File: src/rtl/tx_prbs_pkg.sv
// -----------------------------------------------------------------------------
// tx_prbs_pkg
//   Shared types and constants for the TX PRBS word generator.
//   poly_e  : polynomial select encoding (PRBS7/9/15/31)
//   mode_e  : output pattern select encoding
//   taps_t  : (width, tap) pair describing one Fibonacci LFSR polynomial
//   PAT_CLK : clock-like pattern word
//   W_OUT   : bits per TX word
// -----------------------------------------------------------------------------
package tx_prbs_pkg;

    localparam int unsigned W_OUT   = 16;
    localparam logic [15:0] PAT_CLK = 16'hAAAA;

    typedef enum logic [1:0] {
        POLY_PRBS7  = 2'd0,
        POLY_PRBS9  = 2'd1,
        POLY_PRBS15 = 2'd2,
        POLY_PRBS31 = 2'd3
    } poly_e;

    typedef enum logic [1:0] {
        MODE_PRBS     = 2'd0,
        MODE_PRBS_INV = 2'd1,
        MODE_FIX      = 2'd2,
        MODE_CLK      = 2'd3
    } mode_e;

    typedef struct packed {
        logic [4:0] width;
        logic [4:0] tap;
    } taps_t;

    // x^width + x^tap + 1
    function automatic taps_t poly_taps(input poly_e p);
        taps_t t;
        case (p)
            POLY_PRBS7:  t = '{width: 5'd7,  tap: 5'd6};
            POLY_PRBS9:  t = '{width: 5'd9,  tap: 5'd5};
            POLY_PRBS15: t = '{width: 5'd15, tap: 5'd14};
            default:     t = '{width: 5'd31, tap: 5'd28};
        endcase
        return t;
    endfunction

    function automatic logic [4:0] poly_width(input poly_e p);
        taps_t t;
        t = poly_taps(p);
        return t.width;
    endfunction

endpackage

File: src/rtl/tx_prbs16_gen_if.sv
// -----------------------------------------------------------------------------
// tx_prbs16_gen_if
//   Control/data bundle between the TX PRBS generator and its user.
//   cke, poly_sel, mode, seed, load, fix_word, inj_err : controls into generator
//   dout, dout_valid                                   : TX word out
//   inj_cnt                                            : injected-error count,
//                                                        present only when
//                                                        TX_PRBS_INJ_CNT_EN is defined
//   modport master : drives controls, observes outputs
//   modport slave  : the generator side
// -----------------------------------------------------------------------------
interface tx_prbs16_gen_if #(
    parameter int unsigned N_PRBS = 31,
    parameter int unsigned W_OUT  = 16
);
    logic              cke;
    logic [1:0]        poly_sel;
    logic [1:0]        mode;
    logic [N_PRBS-1:0] seed;
    logic              load;
    logic [W_OUT-1:0]  fix_word;
    logic              inj_err;
    logic [W_OUT-1:0]  dout;
    logic              dout_valid;
`ifdef TX_PRBS_INJ_CNT_EN
    logic [15:0]       inj_cnt;

    modport master (
        output cke, poly_sel, mode, seed, load, fix_word, inj_err,
        input  dout, dout_valid, inj_cnt
    );
    modport slave (
        input  cke, poly_sel, mode, seed, load, fix_word, inj_err,
        output dout, dout_valid, inj_cnt
    );
`else
    modport master (
        output cke, poly_sel, mode, seed, load, fix_word, inj_err,
        input  dout, dout_valid
    );
    modport slave (
        input  cke, poly_sel, mode, seed, load, fix_word, inj_err,
        output dout, dout_valid
    );
`endif
endinterface

File: src/rtl/tx_prbs16_lfsr_adv.sv
// -----------------------------------------------------------------------------
// tx_prbs16_lfsr_adv
//   Combinational W_OUT-step advance of a Fibonacci LFSR.
//   s        in  : current LFSR state (bits at/above the poly width ignored)
//   poly_sel in  : polynomial
//   s_next   out : state after W_OUT steps (bits at/above the poly width are 0)
//   word     out : step outputs, step 0 in word[W_OUT-1], last step in word[0]
// -----------------------------------------------------------------------------
module tx_prbs16_lfsr_adv
    import tx_prbs_pkg::*;
#(
    parameter int unsigned N_PRBS = 31,
    parameter int unsigned W_OUT  = 16
) (
    input  logic [N_PRBS-1:0] s,
    input  poly_e             poly_sel,
    output logic [N_PRBS-1:0] s_next,
    output logic [W_OUT-1:0]  word
);

    taps_t             tp;
    logic [4:0]        msb_idx;
    logic [4:0]        tap_idx;
    logic [N_PRBS-1:0] mask;
    logic [N_PRBS-1:0] st;
    logic              fb;

    always_comb begin
        tp      = poly_taps(poly_sel);
        msb_idx = tp.width - 5'd1;
        tap_idx = tp.tap - 5'd1;
        mask    = ~({N_PRBS{1'b1}} << tp.width);
        st      = s & mask;
        word    = '0;
        fb      = 1'b0;
        // Output bits shift in from the LSB, so step 0 ends up in the MSB.
        for (int unsigned i = 0; i < W_OUT; i++) begin
            fb   = st[msb_idx] ^ st[tap_idx];
            st   = {st[N_PRBS-2:0], fb} & mask;
            word = {word[W_OUT-2:0], fb};
        end
        s_next = st;
    end

endmodule

File: src/rtl/tx_prbs16_gen.sv
// -----------------------------------------------------------------------------
// tx_prbs16_gen
//   Parallel PRBS word source for the TX serializer. One W_OUT-bit word per
//   clk; dout[15] is transmitted first.
//   clk  in : word clock
//   rst  in : synchronous, active-high reset
//   bus     : tx_prbs16_gen_if.slave (cke, poly_sel, mode, seed, load,
//             fix_word, inj_err -> dout, dout_valid [, inj_cnt])
//   Optional feature: TX_PRBS_INJ_CNT_EN adds the saturating inj_cnt counter.
// -----------------------------------------------------------------------------
module tx_prbs16_gen
    import tx_prbs_pkg::*;
#(
    parameter int unsigned N_PRBS = 31,
    parameter int unsigned W_OUT  = 16
) (
    input  logic            clk,
    input  logic            rst,
    tx_prbs16_gen_if.slave  bus
);

    logic [N_PRBS-1:0] s;
    logic [N_PRBS-1:0] s_adv;
    logic [N_PRBS-1:0] mask;
    logic [N_PRBS-1:0] seed_m;
    logic [N_PRBS-1:0] seed_g;
    logic [W_OUT-1:0]  adv_word;
    logic [W_OUT-1:0]  pat;
    logic [W_OUT-1:0]  dout_q;
    logic              valid_q;
    logic              inj_q;
    logic              pend;
    logic              pend_nx;
    logic              lock;
    logic              upd;
    poly_e             poly;

    assign poly = poly_e'(bus.poly_sel);

    tx_prbs16_lfsr_adv #(
        .N_PRBS (N_PRBS),
        .W_OUT  (W_OUT)
    ) u_adv (
        .s        (s),
        .poly_sel (poly),
        .s_next   (s_adv),
        .word     (adv_word)
    );

    always_comb begin
        mask    = ~({N_PRBS{1'b1}} << poly_width(poly));
        seed_m  = bus.seed & mask;
        seed_g  = (seed_m == '0) ? mask : seed_m;
        lock    = ((s & mask) == '0);
        pend_nx = pend | (bus.inj_err & ~inj_q);
        upd     = ~rst & ~bus.load & ~lock & bus.cke;
        case (mode_e'(bus.mode))
            MODE_PRBS:     pat = adv_word;
            MODE_PRBS_INV: pat = ~adv_word;
            MODE_FIX:      pat = bus.fix_word;
            MODE_CLK:      pat = PAT_CLK;
            default:       pat = PAT_CLK;
        endcase
    end

    // Edge detector runs regardless of cke so an edge during hold is not lost.
    always_ff @(posedge clk) begin
        if (rst) inj_q <= 1'b0;
        else     inj_q <= bus.inj_err;
    end

    always_ff @(posedge clk) begin
        if (rst) begin
            s       <= seed_g;
            dout_q  <= '0;
            valid_q <= 1'b0;
            pend    <= 1'b0;
        end else if (bus.load) begin
            s    <= seed_g;
            pend <= pend_nx;
        end else if (lock) begin
            // All-zero state (e.g. after a poly_sel change) would never leave zero.
            s    <= mask;
            pend <= pend_nx;
        end else if (bus.cke) begin
            s       <= s_adv;
            dout_q  <= pat ^ {pend_nx, {(W_OUT-1){1'b0}}};
            valid_q <= 1'b1;
            pend    <= 1'b0;
        end else begin
            pend <= pend_nx;
        end
    end

    assign bus.dout       = dout_q;
    assign bus.dout_valid = valid_q;

`ifdef TX_PRBS_INJ_CNT_EN
    logic [15:0] cnt_q;

    always_ff @(posedge clk) begin
        if (rst)                                 cnt_q <= '0;
        else if (upd && pend_nx && cnt_q != '1)  cnt_q <= cnt_q + 16'd1;
    end

    assign bus.inj_cnt = cnt_q;
`endif

endmodule

File: src/flat_wrapper.sv
// flat-port wrapper written by rule: the top's interface ports become plain ports
module tx_prbs16_gen_flat import tx_prbs_pkg::*;
#(
    parameter int unsigned N_PRBS = 31,
    parameter int unsigned W_OUT  = 16
)
  (clk, rst, bus_cke, bus_poly_sel, bus_mode, bus_seed, bus_load, bus_fix_word, bus_inj_err, bus_dout, bus_dout_valid);
  tx_prbs16_gen_if #(.N_PRBS(N_PRBS), .W_OUT(W_OUT)) bus_i ();
  input  logic clk;
  input  logic rst;
  input wire logic [$bits(bus_i.cke)-1:0] bus_cke;
  input wire logic [$bits(bus_i.poly_sel)-1:0] bus_poly_sel;
  input wire logic [$bits(bus_i.mode)-1:0] bus_mode;
  input wire logic [$bits(bus_i.seed)-1:0] bus_seed;
  input wire logic [$bits(bus_i.load)-1:0] bus_load;
  input wire logic [$bits(bus_i.fix_word)-1:0] bus_fix_word;
  input wire logic [$bits(bus_i.inj_err)-1:0] bus_inj_err;
  output wire logic [$bits(bus_i.dout)-1:0] bus_dout;
  output wire logic [$bits(bus_i.dout_valid)-1:0] bus_dout_valid;
  assign bus_i.cke = bus_cke;
  assign bus_i.poly_sel = bus_poly_sel;
  assign bus_i.mode = bus_mode;
  assign bus_i.seed = bus_seed;
  assign bus_i.load = bus_load;
  assign bus_i.fix_word = bus_fix_word;
  assign bus_i.inj_err = bus_inj_err;
  assign bus_dout = bus_i.dout;
  assign bus_dout_valid = bus_i.dout_valid;
  tx_prbs16_gen #(.N_PRBS(N_PRBS), .W_OUT(W_OUT)) u_core (.clk(clk), .rst(rst), .bus(bus_i));
endmodule
File: config.mk
export PLATFORM = sky130hd
export DESIGN_NAME = tx_prbs16_gen_flat
export DESIGN_NICKNAME = d
export VERILOG_FILES = /design/src/rtl/tx_prbs_pkg.sv /design/src/rtl/tx_prbs16_gen_if.sv /design/src/rtl/tx_prbs16_lfsr_adv.sv /design/src/rtl/tx_prbs16_gen.sv /design/src/flat_wrapper.sv
export SDC_FILE = /design/constraint.sdc
export NUM_CORES = 1
export LEC_CHECK = 0
export BUFFER_PORTS_ARGS = -buffer_cell sky130_fd_sc_hd__buf_2
export CORE_UTILIZATION = 45
export CTS_CLUSTER_DIAMETER = 100
export DETAILED_ROUTE_END_ITERATION = 12
export PLACE_DENSITY = 0.69
export SYNTH_ARGS = -nofsm -noshare
export SYNTH_HDL_FRONTEND = slang
export SYNTH_HIERARCHICAL = 1
export SYNTH_SLANG_ARGS = --single-unit
export TNS_END_PERCENT = 30
File: constraint.sdc
create_clock -name clk -period 3.3 [get_ports clk]
set_clock_uncertainty 0.05 [all_clocks]
set_input_delay 0.66 -clock clk [delete_from_list [all_inputs] [get_ports clk]]
set_output_delay 0.66 -clock clk [all_outputs]
set_load 0.01 [all_outputs]
==> flow_summary.toml <==
[status]
status = "finished clean"

[cells_and_area]
syn_to_final_growth_pct = 18.0
drive_gt1_share_pct = 37.9
num_antenna_cells = 0
final_core_util_pct = 55.4
layout.nets = 592
stdcell_area_um2 = 5190
fin_cells = 662

[route]
drc_errors = 0
drt-pass1-iter-count = 5
wire_per_inst_um = 20.2
drtAntennaViolNets = 0
drt_iter0_drc = 303
drt-total-wl_um = 13300
vias_per_cell = 6.15
vias = 4070

[global_route]
grt_antenna_before_repair = 0
grt_pass1_wl_um = 20700
grt.busiest_layer = "met2"
track_usage_pct = 27.0
met2_usage_pct = 46.3
grt_pass1_vias = 3912
met3_usage_pct = 4.02
grt.overflow.total = 0
grt_max_degree = 35
grt_use_met1_pct = 33.5

[die]
start_util_pct = 47.0
die_w_um = 101
core_um2 = 9370
rows = 35
fp.dieH_um = 101
die_area_um2 = 10200
ioPinCount = 73

[logic_synthesis]
synth-seq-area-share_pct = 29.8
yosys-top-cells-count = "42 x nor2_1, 31 x edfxtp_1, 28 x xnor2_1"
ys_warn_count = 6
synth.most_common_cell = "nor2_1"
ys_seq_elements = 50
synth-compound-area-share_pct = 24.2
synth_mux_area_share_pct = 11.3
synthArstFlopShare_pct = 0
synth_edf_count = 31
synth_area_leader_cell = "edfxtp_1"
post_synth_fa_ha_maj_area_fraction_pct = 1.14
syn_area_um2 = 4400
synthTopCellsByArea = "edfxtp_1 21%, dfxtp_1 8.6%, mux4_2 7.7%"
synth_ff_type = "edfxtp_1"
ys_types = 73
yosys.area.top_type_share_pct = 21.1
synthesis.nets = 495
yosys.area_share.simple_pct = 13.8
synth_top_family_by_area = "compound AO/OA/AOI/OAI gates"
synthXorXnorAreaFrac_pct = 12.3
syn_area_per_cell_um2 = 10.1
netlist_instances = 435

[timing]
hold_violations = 0
finalCritPeriodShare_pct = 96.0
max_freq_mhz = 316
setup_viol = 0
max_slew_margin_pct = 21.2
slew_viol_final = 0
rsz0062_at_grt = "no"
post-route-min-period_ns = 3.17
worst_pin_slew_ns = 1.17

[setup_path]
crit_arrival_ns = 3.36
critical_path.max_fanout = 10
worstSetupEndpointType = "flop"
rrSetupSlack_ns = 0.13
timing.rr.end = "u_core/bus.dout[3]"
critPathKind = "flop to flop"
r2r_cells = 10
crit_path_frequent_cell = "xor2_1"
slowest_stage = "edfxtp_1"
slowest_delay_ns = 0.63
crit_path_start_kind = "flop"
critical_path_required_ns = 3.49
worstPathCellList = "xor2_1 > mux4_2 > xor2_1 > nor2_1 > a2111oi_0 > nor3_1 > o221ai_1 > xor2_1 > o221ai_1 > a21oi_1"
r2r_start = "u_core/s[4]"

[placed_design]
dpl_cell_area_um2 = 5090
place_inst = 654
detailed_place_hpwl_um = 10400
io_buffers = 72
gp_congestion = 0.925

[clocking]
cts_max_level = 2
cts.hold.buffers_added = 0
cts_tree = "built"
cts_sinks = 50
cts_max_path_buffers = 2
path_clk_slew_ns = 0.10
cts_root_buf = "clkbuf_8"
clock_latency_ns = 0.31
cts_made_buffers = 5

[hold_path]
hp-class = "flop to flop"
min_path_cells = 2
hp-start = "u_core/bus.dout[13]"
hold_end = "u_core/bus.dout[13]"

[run]
cap_violations = 0

[power]
power_density_nw_per_um2 = 473
vdd_drop_max_mv = 0.290
p_leak_nw = 2.15
worst max-delay path by stage:
stage | from | to | cells past startpoint | slack [ns]
after global routing | u_core/s[4] | u_core/bus.dout[3] | 10 | 0.009
after global placement | bus_poly_sel[1] | u_core/bus.dout[0] | 13 | -0.11
final | u_core/s[4] | u_core/bus.dout[3] | 10 | 0.13
after floorplan | bus_poly_sel[1] | u_core/s[0] | 7 | 0.07
after CTS | u_core/s[4] | u_core/bus.dout[3] | 10 | 0.18
after detailed placement | bus_poly_sel[1] | u_core/bus.dout[0] | 13 | -0.12
worst max-delay path, delay by kind of cell (launching register included):
family          cells  cell delay (ns)
simple gates        2             0.20
flops               1             0.63
xor+xnor            3             0.84
compound gates      4             0.89
mux                 1             0.49
per-stage QoR:
step	hold WS [ns]	TNS [ns]	power [mW]	worst slack [ns]
CTS	0.428	0	2.44	0.181
finish	0.428	0	2.45	0.133
global route	0.453	0	2.57	0.00899
global placement	0.397	-0.470	2.01	-0.105
floorplan	0.412	0	1.60	0.0721
detailed placement	0.412	-1.59	2.03	-0.117
area by class of cell:
class	instances	area [um^2]
Tap cell	129	161
Timing Repair Buffer	129	816
Inverter	11	41.3
Clock inverter	1	8.76
Sequential cell	50	1310
Clock buffer	7	96.3
Fill cell	864	4180
Multi-Input combinational cell	335	2760
cells by family (layout without fill, tap and decap cells):
logic type,count (synthesis),count (layout)
simple gates,115,115
fa+ha+maj,4,4
flops,50,50
compound gates,129,129
xor+xnor,58,58
mux,29,29
buf+inv,50,148
report_power, final:
part           leakage [nW]  switching [mW]  internal, mW
Clock                0.0544           0.224         0.193
Sequential            0.499          0.0965         0.740
Combinational          1.59           0.620         0.581
sequential cells by signal (all words and copies together), names as in the netlist:
signal	flops
u_core/bus.dout	16
u_core/pend	1
u_core/bus.dout_valid	1
u_core/s	31
u_core/inj_q	1
layer usage:
metal	share of wire, %	routed length (um)	vias to the layer above
met5	0	0	-
met3	7.2	966	34
met4	3.7	499	0
met1	41	5420	1949
li1	-	-	1855
met2	48	6460	232
what timing repair did:
item | 4_1_cts | 5_1_grt
gates resized for setup | 0 | 1
hold endpoints to repair | 0 | 0
setup endpoints to repair | 0 | 2
setup buffers | 0 | 0
cells in the final DEF (no fill, tap or decap), drive strengths merged, types with 12 or more instances in the layout:
cell	count
buf	128
nor2	43
edfxtp	31
xor2	30
xnor2	28
a21oi	28
o21ai	20
dfxtp	19
o221a	17
and3	16
mux4	16
mux2i	12
Power figures use the tool's default switching activity.
